### src/rtl/debug_uart_tx.sv
// Snapshots debug_port1..7 on a capture pulse and sends them as one 8N1 UART packet led by SYNC_BYTE.
// Define DEBUG_UART_CHECKSUM_EN to append a ninth byte holding the XOR of bytes 1..7.
module debug_uart_tx #(
    parameter int unsigned CLKS_PER_BIT = 434,
    parameter logic [7:0]  SYNC_BYTE    = 8'hA5
) (
    input  logic       clk,
    input  logic       reset,
    input  logic       capture,
    input  logic [7:0] debug_port1,
    input  logic [7:0] debug_port2,
    input  logic [7:0] debug_port3,
    input  logic [7:0] debug_port4,
    input  logic [7:0] debug_port5,
    input  logic [7:0] debug_port6,
    input  logic [7:0] debug_port7,
    output logic       tx,
    output logic       busy,
    output logic       dropped,
    output logic       frame_done
);

`ifdef DEBUG_UART_CHECKSUM_EN
    localparam int unsigned NBYTES = 9;
`else
    localparam int unsigned NBYTES = 8;
`endif
    localparam int unsigned TMR_W  = $clog2(CLKS_PER_BIT);
    localparam int unsigned BIDX_W = $clog2(NBYTES);
    localparam logic [TMR_W-1:0]  TMR_LAST  = TMR_W'(CLKS_PER_BIT - 1);
    localparam logic [TMR_W-1:0]  TMR_PEN   = TMR_W'(CLKS_PER_BIT - 2);
    localparam logic [BIDX_W-1:0] LAST_BYTE = BIDX_W'(NBYTES - 1);

    typedef enum logic [1:0] {IDLE, START, DATA, STOP} state_t;

    state_t                  state_q, state_d;
    logic [TMR_W-1:0]        timer_q, timer_d;
    logic [2:0]              bit_idx_q, bit_idx_d;
    logic [BIDX_W-1:0]       byte_idx_q, byte_idx_d;
    logic [NBYTES-1:0][7:0]  pkt_q, pkt_d;
    logic                    tx_q, tx_d;
    logic                    busy_q, busy_d;
    logic                    dropped_q, dropped_d;
    logic                    frame_done_q, frame_done_d;
    logic [7:0]              cur_byte;
    logic                    bit_end;
    logic                    last_byte;

    // Each output is the registered value of what the line should carry during the next cycle.
    always_comb begin
        state_d      = state_q;
        timer_d      = timer_q;
        bit_idx_d    = bit_idx_q;
        byte_idx_d   = byte_idx_q;
        pkt_d        = pkt_q;
        tx_d         = tx_q;
        busy_d       = busy_q;
        dropped_d    = capture && busy_q;
        frame_done_d = 1'b0;
        cur_byte     = pkt_q[byte_idx_q];
        bit_end      = (timer_q == TMR_LAST);
        last_byte    = (byte_idx_q == LAST_BYTE);

        if (state_q != IDLE) begin
            timer_d = bit_end ? '0 : timer_q + 1'b1;
        end

        case (state_q)
            IDLE: begin
                if (capture) begin
                    pkt_d[0]   = SYNC_BYTE;
                    pkt_d[1]   = debug_port1;
                    pkt_d[2]   = debug_port2;
                    pkt_d[3]   = debug_port3;
                    pkt_d[4]   = debug_port4;
                    pkt_d[5]   = debug_port5;
                    pkt_d[6]   = debug_port6;
                    pkt_d[7]   = debug_port7;
`ifdef DEBUG_UART_CHECKSUM_EN
                    pkt_d[8]   = debug_port1 ^ debug_port2 ^ debug_port3 ^ debug_port4 ^
                                 debug_port5 ^ debug_port6 ^ debug_port7;
`endif
                    state_d    = START;
                    tx_d       = 1'b0;
                    busy_d     = 1'b1;
                    timer_d    = '0;
                    bit_idx_d  = '0;
                    byte_idx_d = '0;
                end
            end
            START: begin
                if (bit_end) begin
                    state_d   = DATA;
                    tx_d      = cur_byte[0];
                    bit_idx_d = '0;
                end
            end
            DATA: begin
                if (bit_end) begin
                    if (bit_idx_q == 3'd7) begin
                        state_d   = STOP;
                        tx_d      = 1'b1;
                        bit_idx_d = '0;
                    end else begin
                        bit_idx_d = bit_idx_q + 3'd1;
                        tx_d      = cur_byte[bit_idx_q + 3'd1];
                    end
                end
            end
            STOP: begin
                // Raised one cycle early so the pulse sits on the final stop-bit cycle.
                if (last_byte && timer_q == TMR_PEN) begin
                    frame_done_d = 1'b1;
                end
                if (bit_end) begin
                    if (last_byte) begin
                        state_d    = IDLE;
                        busy_d     = 1'b0;
                        byte_idx_d = '0;
                    end else begin
                        state_d    = START;
                        tx_d       = 1'b0;
                        byte_idx_d = byte_idx_q + 1'b1;
                    end
                end
            end
            default: state_d = IDLE;
        endcase
    end

    always_ff @(posedge clk) begin
        if (reset) begin
            state_q      <= IDLE;
            timer_q      <= '0;
            bit_idx_q    <= '0;
            byte_idx_q   <= '0;
            pkt_q        <= '0;
            tx_q         <= 1'b1;
            busy_q       <= 1'b0;
            dropped_q    <= 1'b0;
            frame_done_q <= 1'b0;
        end else begin
            state_q      <= state_d;
            timer_q      <= timer_d;
            bit_idx_q    <= bit_idx_d;
            byte_idx_q   <= byte_idx_d;
            pkt_q        <= pkt_d;
            tx_q         <= tx_d;
            busy_q       <= busy_d;
            dropped_q    <= dropped_d;
            frame_done_q <= frame_done_d;
        end
    end

    assign tx         = tx_q;
    assign busy       = busy_q;
    assign dropped    = dropped_q;
    assign frame_done = frame_done_q;

endmodule

### config.mk
export PLATFORM = sky130hd
export DESIGN_NAME = debug_uart_tx
export DESIGN_NICKNAME = d
export VERILOG_FILES = /design/src/rtl/debug_uart_tx.sv
export SDC_FILE = /design/constraint.sdc
export NUM_CORES = 1
export LEC_CHECK = 0
export BUFFER_PORTS_ARGS = -buffer_cell sky130_fd_sc_hd__clkbuf_2
export CAP_MARGIN = 20
export CELL_PAD_IN_SITES_DETAIL_PLACEMENT = 0
export CELL_PAD_IN_SITES_GLOBAL_PLACEMENT = 1
export CORE_MARGIN = 5
export CORE_UTILIZATION = 42
export DETAILED_ROUTE_END_ITERATION = 6
export HOLD_SLACK_MARGIN = 0.12
export PLACE_DENSITY_LB_ADDON = 0.1
export SYNTH_ARGS = -nofsm -noshare
export SYNTH_HDL_FRONTEND = slang
export SYNTH_SLANG_ARGS = --single-unit
### constraint.sdc
create_clock -name clk -period 2.1 [get_ports clk]
set_input_delay 0.315 -clock clk [delete_from_list [all_inputs] [get_ports clk]]
set_output_delay 0.315 -clock clk [all_outputs]
set_load 0.05 [all_outputs]
==> results of run 1 <==
## worst register-to-register path: cells and delay by family (launching register included)
kind | cells | cell delay (ns)
and+or+nand+nor | 2 | 0.27
DFF | 1 | 0.36
buffers and inverters | 2 | 0.26
adders and majority gates | 1 | 0.35
AOI/OAI and AO/OA | 1 | 0.30
muxes | 1 | 0.26
## layout make-up
| class | count | area share |
|---|---|---|
| Inverter | 6 | 0.00514 |
| Sequential cell | 78 | 0.356 |
| Clock inverter | 6 | 0.0157 |
| Timing Repair Buffer | 74 | 0.106 |
| Clock buffer | 10 | 0.0291 |
| Multi-Input combinational cell | 325 | 0.458 |
| Tap cell | 108 | 0.0308 |
## power groups by stage
stage / Combinational (uW) / Sequential (uW) / Clock [uW]
after detailed placement: 1640 / 1930 / 0
after CTS: 1650 / 1900 / 1160
final: 1620 / 1900 / 1130
after floorplan: 1170 / 1910 / 0
after global placement: 1620 / 1930 / 0
after global routing: 1820 / 1920 / 1230
## stage by stage
stage               hold slack (ns)  instance area, um^2   util  setup WS, ns  std cells
floorplan                     0.432                 3730      -         0.395        440
global placement              0.443                 4190  0.483         0.280        591
detailed placement            0.446                 4190  0.483         0.222        591
CTS                           0.156                 4390  0.505         0.179        607
global route                  0.158                 4390  0.505        0.0380        607
finish                        0.169                 4390  0.505         0.201        607
## metal layers
layer  routed length [um]  vias to the layer above  GRT usage
met5                    0                        -          0
met4                  155                        0     0.0583
met3                  264                       14     0.0310
met2                 4430                       57      0.276
met1                 4200                     1486      0.221
li1                     -                     1626          -
## state kept, by name, indices dropped and copies added, names as in the netlist
register	cells
state_q	2
timer_q	9
frame_done	1
bit_idx_q	3
byte_idx_q	3
busy	1
tx	1
pkt_q	57
dropped	1
## path summary, 6_finish.rpt
| kind | slack, ns | to | from |
|---|---|---|---|
| max | 0.20 | bit_idx_q[1]$_SDFFE_PP0P_ | state_q[0]$_SDFFE_PP0P_ |
| min | 0.17 | pkt_q[62]$_SDFFE_PP0P_ | debug_port7[6] |
| max reg2reg | 0.20 | bit_idx_q[1]$_SDFFE_PP0P_ | state_q[0]$_SDFFE_PP0P_ |
| min reg2reg | 0.45 | pkt_q[16]$_SDFFE_PP0P_ | pkt_q[16]$_SDFFE_PP0P_ |
## synth_stat cells (3+ instances only)
cell type / instances
nand2_1: 129
dfxtp_1: 78
a21oi_1: 71
clkbuf_1: 19
nor2_1: 17
mux2i_1: 13
ha_1: 11
o21ai_0: 9
mux4_2: 8
buf_2: 6
inv_1: 6
nand2b_1: 5
and3_1: 4
nand3b_1: 4
nor2b_1: 4
a221oi_1: 3
buf_1: 3
mux2_2: 3
mux4_1: 3
## cells by family after synthesis
logic type | Yosys count | synth area share
AO/OA/AOI/OAI | 102 | 0.164
buffers and inverters | 37 | 0.0449
AND/OR/NAND/NOR | 184 | 0.220
flip-flops | 78 | 0.418
multiplexers | 27 | 0.113
XOR/XNOR | 1 | 0.00235
adder cells (fa/ha/maj) | 11 | 0.0369
==> flow_summary.json, run 1 <==
{
  "cts_sinks": 78,
  "synth_seq_area_share": 0.418,
  "io_buffers": 62,
  "multi_input_area_um2": 2010,
  "post-cts-setup-buffer-count": 0,
  "clock-root-buffer": "clkbuf_8",
  "dpl.hpwl_mm": 6.69,
  "clockPowerShare": 0.242,
  "antenna_found_initial": 0,
  "crit_type": "register to register",
  "ys_async_sr_fraction": 0,
  "p_int_uw": 2950,
  "synth_area_per_cell_um2": 8.49,
  "hold_path.class": "primary input to register",
  "hold_depth": 3,
  "comb_power_share": 0.350,
  "cp_max_fo": 11,
  "reg2reg_depth": 7,
  "grt_pass1_wl_mm": 14.9,
  "final.setup.tns_ns": 0,
  "cp.required_ns": 2.34,
  "netlist_instances": 440,
  "synth_top_cell_area_share": 0.418,
  "clock_skew_ns": 0.0103,
  "die_w_um": 104,
  "worstPathArrival_ns": 2.14,
  "start_kind": "register",
  "num_rows": 34,
  "slew_headroom": 0.653,
  "cp-end-kind": "register",
  "ys_types": 52,
  "viasPerCell": 5.24,
  "seq_power_share": 0.408,
  "wl_per_cell_um": 14.9,
  "drive_above_1_share": 0.220,
  "grt.overflow.total": 0,
  "die_h_um": 104,
  "synth_nets": 510,
  "p_leak_uw": 0.00174,
  "post_cts_resized": 0,
  "nNetsFinal": 564,
  "cpPeakStageDelay_ns": 0.36,
  "ant_nets": 0,
  "insertion_delay_ns": 0.35,
  "fmax_mhz": 527,
  "switching_share": 0.366,
  "num_vias": 3183,
  "cts_max_path_buffers": 2,
  "final-setup-viol-count": 0,
  "die_area_um2": 10900,
  "synth_seq_cells": 78,
  "synth-main-ff-cell": "dfxtp_1",
  "worst_path_max_delay_cell": "dfxtp_1",
  "yosysTopAreaCell": "dfxtp_1",
  "clkTransAtPathRegs_ns": 0.09,
  "power.density_nw_per_um2": 1060,
  "ioPinCount": 63,
  "report.power.total_uw": 4650,
  "cp.depth": 7,
  "p_sw_uw": 1700,
  "cts_tree": "built",
  "initial_core_util": 0.430,
  "finalHoldViolations": 0,
  "cts_buffers": 9,
  "final_cell_mix": "nand2_1, dfxtp_1, a21oi_1",
  "maxCapViolations": 0,
  "worstPathCellList": "inv_1, ha_1, nor2b_1, buf_4, a211oi_4, mux2i_1, nor2_1",
  "dr.pass1.iters": 4,
  "status": "finished, final reports clean",
  "num-fill-cells": 882,
  "period_share": 0.904,
  "synth.area.top_cells": "dfxtp_1, nand2_1, a21oi_1",
  "rsz0062_at_grt": "no",
  "postCtsHoldBufs": 0,
  "gp_congestion": 0.848,
  "dr.first_iter.drc_count": 136,
  "grt_pass1_vias": 3041,
  "fp.coreArea_um2": 8680,
  "drc_errors": 0,
  "cp.buffers_inverters": 2,
  "tightest_slew_ns": 0.520,
  "synth_warnings": 0,
  "layout_commonest_cell": "nand2_1",
  "slew_violations": 0,
  "wl_mm": 9.05,
  "vdd_drop_max_mv": 0.462,
  "globalRouteTotalUtil": 0.168,
  "area_growth_pct": 17.4,
  "antennaDiodeCount": 0,
  "netlist_area_um2": 3730,
  "fin_crit_ns": 1.90,
  "regArea_um2": 1560,
  "synth_edf_count": 0,
  "critPathTopFamily": "flip-flops",
  "grt_max_degree": 57,
  "h-tree-depth": 3
}
(Power assumes the default switching activity.)
==> run 2, diff against run 1 <==
--- a/config.mk
+++ b/config.mk
@@ -14,6 +14,7 @@
 export DETAILED_ROUTE_END_ITERATION = 6
 export HOLD_SLACK_MARGIN = 0.12
 export PLACE_DENSITY_LB_ADDON = 0.1
+export RECOVER_POWER = 25
 export SYNTH_ARGS = -nofsm -noshare
 export SYNTH_HDL_FRONTEND = slang
 export SYNTH_SLANG_ARGS = --single-unit
==> run 2 against run 1 <==
  * Combinational power about the same
  * Worst setup slack got worse by 0.0079 ns
  * Count of clock-buffer cells in the layout unchanged
  * Global-route usage unchanged
  * Non-clock buffer count unchanged
  * Via count unchanged
  * Sequential power about the same
  * Sequential share of layout area increased by 0.19 points
  * Flip-flop and latch count unchanged
  * Core utilization decreased by 0.27 points
  * Critical path depth unchanged
  * Critical path type unchanged
  * Largest power group unchanged
==> flow_summary.json, run 2 (synthesis gave the netlist of run 1 again) <==
{
  "fp.coreArea_um2": 8680,
  "globalRouteTotalUtil": 0.168,
  "period_share": 0.908,
  "final-setup-viol-count": 0,
  "antennaDiodeCount": 0,
  "ioPinCount": 63,
  "die_area_um2": 10900,
  "cp.buffers_inverters": 2,
  "clock-root-buffer": "clkbuf_8",
  "worst_path_max_delay_cell": "dfxtp_1",
  "dpl.hpwl_mm": 6.69,
  "final_cell_mix": "nand2_1, dfxtp_1, a21oi_1",
  "clkTransAtPathRegs_ns": 0.09,
  "slew_violations": 0,
  "area_growth_pct": 16.8,
  "cpPeakStageDelay_ns": 0.36,
  "finalHoldViolations": 0,
  "cp_max_fo": 11,
  "cp-end-kind": "register",
  "worstPathArrival_ns": 2.14,
  "h-tree-depth": 3,
  "r2r_start": "state_q[0]$_SDFFE_PP0P_",
  "critPathTopFamily": "flip-flops",
  "io_buffers": 62,
  "final.setup.tns_ns": 0,
  "drive_above_1_share": 0.206,
  "nNetsFinal": 564,
  "initial_core_util": 0.430,
  "maxCapViolations": 0,
  "r2r_slack_ns": 0.19,
  "dr.first_iter.drc_count": 130,
  "p_leak_uw": 0.00171,
  "wl_per_cell_um": 15.0,
  "post-cts-setup-buffer-count": 0,
  "ant_nets": 0,
  "drc_errors": 0,
  "rsz0062_at_grt": "no",
  "cts_buffers": 9,
  "cts_max_path_buffers": 2,
  "regArea_um2": 1560,
  "insertion_delay_ns": 0.35,
  "clock_skew_ns": 0.0111,
  "biggestRegsByFlops": "pkt_q: 57 flops, timer_q: 9 flops",
  "hold_depth": 3,
  "fmax_mhz": 525,
  "grt_max_degree": 57,
  "viasPerCell": 5.24,
  "postCtsHoldBufs": 0,
  "num_vias": 3183,
  "place_area_um2": 4190,
  "cts_tree": "built",
  "grt.overflow.total": 0,
  "dr.pass1.iters": 4,
  "tightest_slew_ns": 1.10,
  "r2r-end": "bit_idx_q[1]$_SDFFE_PP0P_",
  "multi_input_area_um2": 2010,
  "reg2reg_depth": 7,
  "post_cts_resized": 0,
  "start_kind": "register",
  "gp_congestion": 0.848,
  "holdCritStartpoint": "debug_port7[6]",
  "num-fill-cells": 887,
  "wl_mm": 9.09,
  "fin_crit_ns": 1.91,
  "crit_type": "register to register",
  "grt_pass1_vias": 3041,
  "cp.required_ns": 2.34,
  "hold_path.class": "primary input to register",
  "slew_headroom": 0.264,
  "grt_pass1_wl_mm": 14.9,
  "power.density_nw_per_um2": 1060,
  "top_register": "pkt_q",
  "cts_sinks": 78,
  "status": "finished, final reports clean",
  "finalInstanceArea_um2": 4360,
  "antenna_found_initial": 0,
  "layout_commonest_cell": "nand2_1",
  "vdd_drop_max_mv": 0.435,
  "holdPathEnd": "pkt_q[62]$_SDFFE_PP0P_",
  "die_h_um": 104,
  "largest_reg_flops": 57,
  "die_w_um": 104,
  "num_rows": 34,
  "worstPathCellList": "inv_1, ha_1, nor2b_1, buf_4, a211oi_4, mux2i_1, nor2_1"
}
[run 2: worst max path at each step]
stage / to / from / depth (start not counted)
floorplan: tx$_SDFFE_PP1P_ / state_q[0]$_SDFFE_PP0P_ / 9
global placement: tx$_SDFFE_PP1P_ / byte_idx_q[1]$_SDFFE_PP0P_ / 6
detailed placement: bit_idx_q[1]$_SDFFE_PP0P_ / state_q[0]$_SDFFE_PP0P_ / 7
CTS: bit_idx_q[1]$_SDFFE_PP0P_ / state_q[0]$_SDFFE_PP0P_ / 7
global route: bit_idx_q[1]$_SDFFE_PP0P_ / state_q[0]$_SDFFE_PP0P_ / 7
finish: bit_idx_q[1]$_SDFFE_PP0P_ / state_q[0]$_SDFFE_PP0P_ / 7
[run 2: report_power, final]
| group | total (uW) | switching (uW) | internal (uW) |
|---|---|---|---|
| clock network | 1130 | 567 | 558 |
| logic | 1590 | 963 | 626 |
| registers | 1900 | 167 | 1730 |
[run 2: final cells by class]
class | count | area share
Clock buffer | 10 | 0.0293
Clock inverter | 6 | 0.0158
Inverter | 6 | 0.00516
Multi-Input combinational cell | 325 | 0.460
Sequential cell | 78 | 0.358
Tap cell | 108 | 0.0310
Timing Repair Buffer | 74 | 0.101
[run 2: worst register-to-register path, delay by kind of cell (launching register included)]
kind            cells  cell delay [ns]
buf+inv             2             0.26
simple gates        2             0.28
mux                 1             0.26
fa+ha+maj           1             0.35
compound gates      1             0.30
flops               1             0.36
[run 2: layer usage]
metal / GRT usage / share of wire / vias up
li1: - / - / 1625
met1: 0.221 / 0.46 / 1476
met2: 0.276 / 0.49 / 68
met3: 0.0310 / 0.032 / 14
met4: 0.0583 / 0.017 / 0
met5: 0 / 0 / -
[run 2: per-stage QoR]
step	worst slack, ns	hold WS (ns)	std cells	power (uW)	utilization
final	0.193	0.170	607	4610	0.503
after global routing	0.0367	0.158	607	4940	0.503
after CTS	0.179	0.156	607	4700	0.505
after detailed placement	0.222	0.446	591	3570	0.483
after global placement	0.280	0.443	591	3550	0.483
after floorplan	0.395	0.432	440	3080	-
==> run 3, diff against run 2 <==
==> constraint.sdc (replaced) <==
create_clock -name clk -period 2.1 [get_ports clk]
set_input_delay 0.21 -clock clk [delete_from_list [all_inputs] [get_ports clk]]
set_output_delay 0.21 -clock clk [all_outputs]
set_load 0.05 [all_outputs]
==> run 3 against run 2 <==
  * Global-route usage grew 1.5 points
  * Count of clock-buffer cells in the layout grew 1
  * Maximum frequency grew 0.12%
  * First-iteration DRC count grew 10%
  * Flip-flop and latch count is the same
  * Via count grew 6.1%
  * Register-to-register slack is essentially flat
  * Sequential share of layout area shrank 3.8 points
  * Clock skew shrank 0.0010 ns
  * Combinational power grew 4%
  * Critical path type unchanged
==> flow_summary.json, run 3 (synthesis gave the netlist of run 1 again) <==
{
  "p_sw_uw": 1690,
  "period_share": 0.907,
  "die_h_um": 104,
  "cp.required_ns": 2.35,
  "clock_skew_ns": 0.0101,
  "dpl.hpwl_mm": 6.50,
  "grt_pass1_vias": 3315,
  "nNetsFinal": 617,
  "clockPowerShare": 0.244,
  "ioPinCount": 63,
  "insertion_delay_ns": 0.35,
  "vdd_drop_max_mv": 0.414,
  "initial_core_util": 0.430,
  "crit_type": "register to register",
  "num-fill-cells": 833,
  "clock-root-buffer": "clkbuf_8",
  "cts_max_path_buffers": 2,
  "layout_commonest_cell": "nand2_1",
  "biggestRegsByFlops": "pkt_q: 57 flops, timer_q: 9 flops",
  "final_cell_mix": "nand2_1, dfxtp_1, a21oi_1",
  "die_area_um2": 10900,
  "switching_share": 0.360,
  "top_register": "pkt_q",
  "status": "finished, final reports clean",
  "cp-end-kind": "register",
  "gp_congestion": 0.775,
  "antennaDiodeCount": 0,
  "drc_errors": 0,
  "cts_sinks": 78,
  "wl_per_cell_um": 14.5,
  "dr.pass1.iters": 4,
  "fmax_mhz": 525,
  "h-tree-depth": 3,
  "place_area_um2": 4170,
  "die_w_um": 104,
  "p_leak_uw": 0.00193,
  "num_vias": 3376,
  "p_int_uw": 3000,
  "rsz0062_at_grt": "no",
  "finalInstanceArea_um2": 4890,
  "slew_headroom": 0.315,
  "io_buffers": 62,
  "clkTransAtPathRegs_ns": 0.08,
  "report.power.total_uw": 4690,
  "worstPathArrival_ns": 2.16,
  "num_rows": 34,
  "area_growth_pct": 30.9,
  "fin_crit_ns": 1.90,
  "cts_buffers": 9,
  "viasPerCell": 5.12,
  "wl_mm": 9.56,
  "final-setup-viol-count": 0,
  "tightest_slew_ns": 1.03,
  "dr.first_iter.drc_count": 143,
  "grt.overflow.total": 0,
  "seq_power_share": 0.403,
  "largest_reg_flops": 57,
  "grt_max_degree": 60,
  "ant_nets": 0,
  "finalHoldViolations": 0,
  "start_kind": "register",
  "antenna_found_initial": 0,
  "comb_power_share": 0.354,
  "final.setup.tns_ns": 0,
  "cp_max_fo": 5,
  "fp.coreArea_um2": 8680,
  "hold_path.class": "primary input to register",
  "cts_tree": "built",
  "power.density_nw_per_um2": 961,
  "maxCapViolations": 0,
  "drive_above_1_share": 0.187,
  "grt_pass1_wl_mm": 16.4,
  "slew_violations": 0,
  "globalRouteTotalUtil": 0.183
}
==> run 3: through the flow <==
| step | setup WS, ns | hold slack, ns | instances | util |
|---|---|---|---|---|
| CTS | 0.202 | 0.121 | 660 | 0.566 |
| global placement | 0.279 | 0.433 | 590 | 0.480 |
| global route | 0.0434 | 0.122 | 660 | 0.563 |
| finish | 0.196 | 0.130 | 660 | 0.563 |
| detailed placement | 0.220 | 0.441 | 590 | 0.480 |
| floorplan | 0.395 | 0.333 | 440 | - |
==> run 3: worst max-delay path, stage by stage (launching register included) <==
cell	delay, ns
dfxtp_1	0.38
inv_1	0.10
ha_1	0.26
or3_1	0.44
a21oi_4	0.21
o21ai_0	0.10
a221oi_1	0.31
==> run 3: final timing paths <==
check	start	endpoint	slack, ns	cells after the start
worst max-delay path	state_q[0]$_SDFFE_PP0P_	state_q[0]$_SDFFE_PP0P_	0.20	6
worst min-delay path	debug_port3[0]	pkt_q[24]$_SDFFE_PP0P_	0.13	3
worst max register to register	state_q[0]$_SDFFE_PP0P_	state_q[0]$_SDFFE_PP0P_	0.20	6
worst min register to register	pkt_q[24]$_SDFFE_PP0P_	pkt_q[24]$_SDFFE_PP0P_	0.45	2
==> run 3: final cells by class <==
class / count / area [um^2] / share of cell area
flip-flops and latches: 78 / 1560 / 0.320
inverters: 6 / 22.5 / 0.00461
multi-input cells: 325 / 2010 / 0.411
clock inverters: 5 / 58.8 / 0.0120
clock buffers: 11 / 141 / 0.0289
repair buffers: 127 / 961 / 0.197
well taps: 108 / 135 / 0.0276
==> run 3: power by group through the flow <==
stage | combinational, uW | clock [uW] | sequential (uW)
floorplan | 1170 | 0 | 1910
global placement | 1620 | 0 | 1920
detailed placement | 1630 | 0 | 1930
CTS | 1720 | 1170 | 1890
global route | 1870 | 1250 | 1920
finish | 1660 | 1140 | 1890
==> run 3: what timing repair did <==
item | in CTS | in global routing
gates resized for setup | 0 | 0
hold endpoints to repair | 54 | 0
hold buffers | 54 | 0
setup buffers | 0 | 0
==> run 3: routing by layer <==
| layer | wire length, um | vias up | share of wire | global-route usage |
|---|---|---|---|---|
| met1 | 4370 | 1582 | 0.46 | 0.237 |
| li1 | - | 1730 | - | - |
| met3 | 339 | 11 | 0.035 | 0.0428 |
| met4 | 115 | 0 | 0.012 | 0.0500 |
| met5 | 0 | - | 0 | 0 |
| met2 | 4730 | 53 | 0.50 | 0.305 |
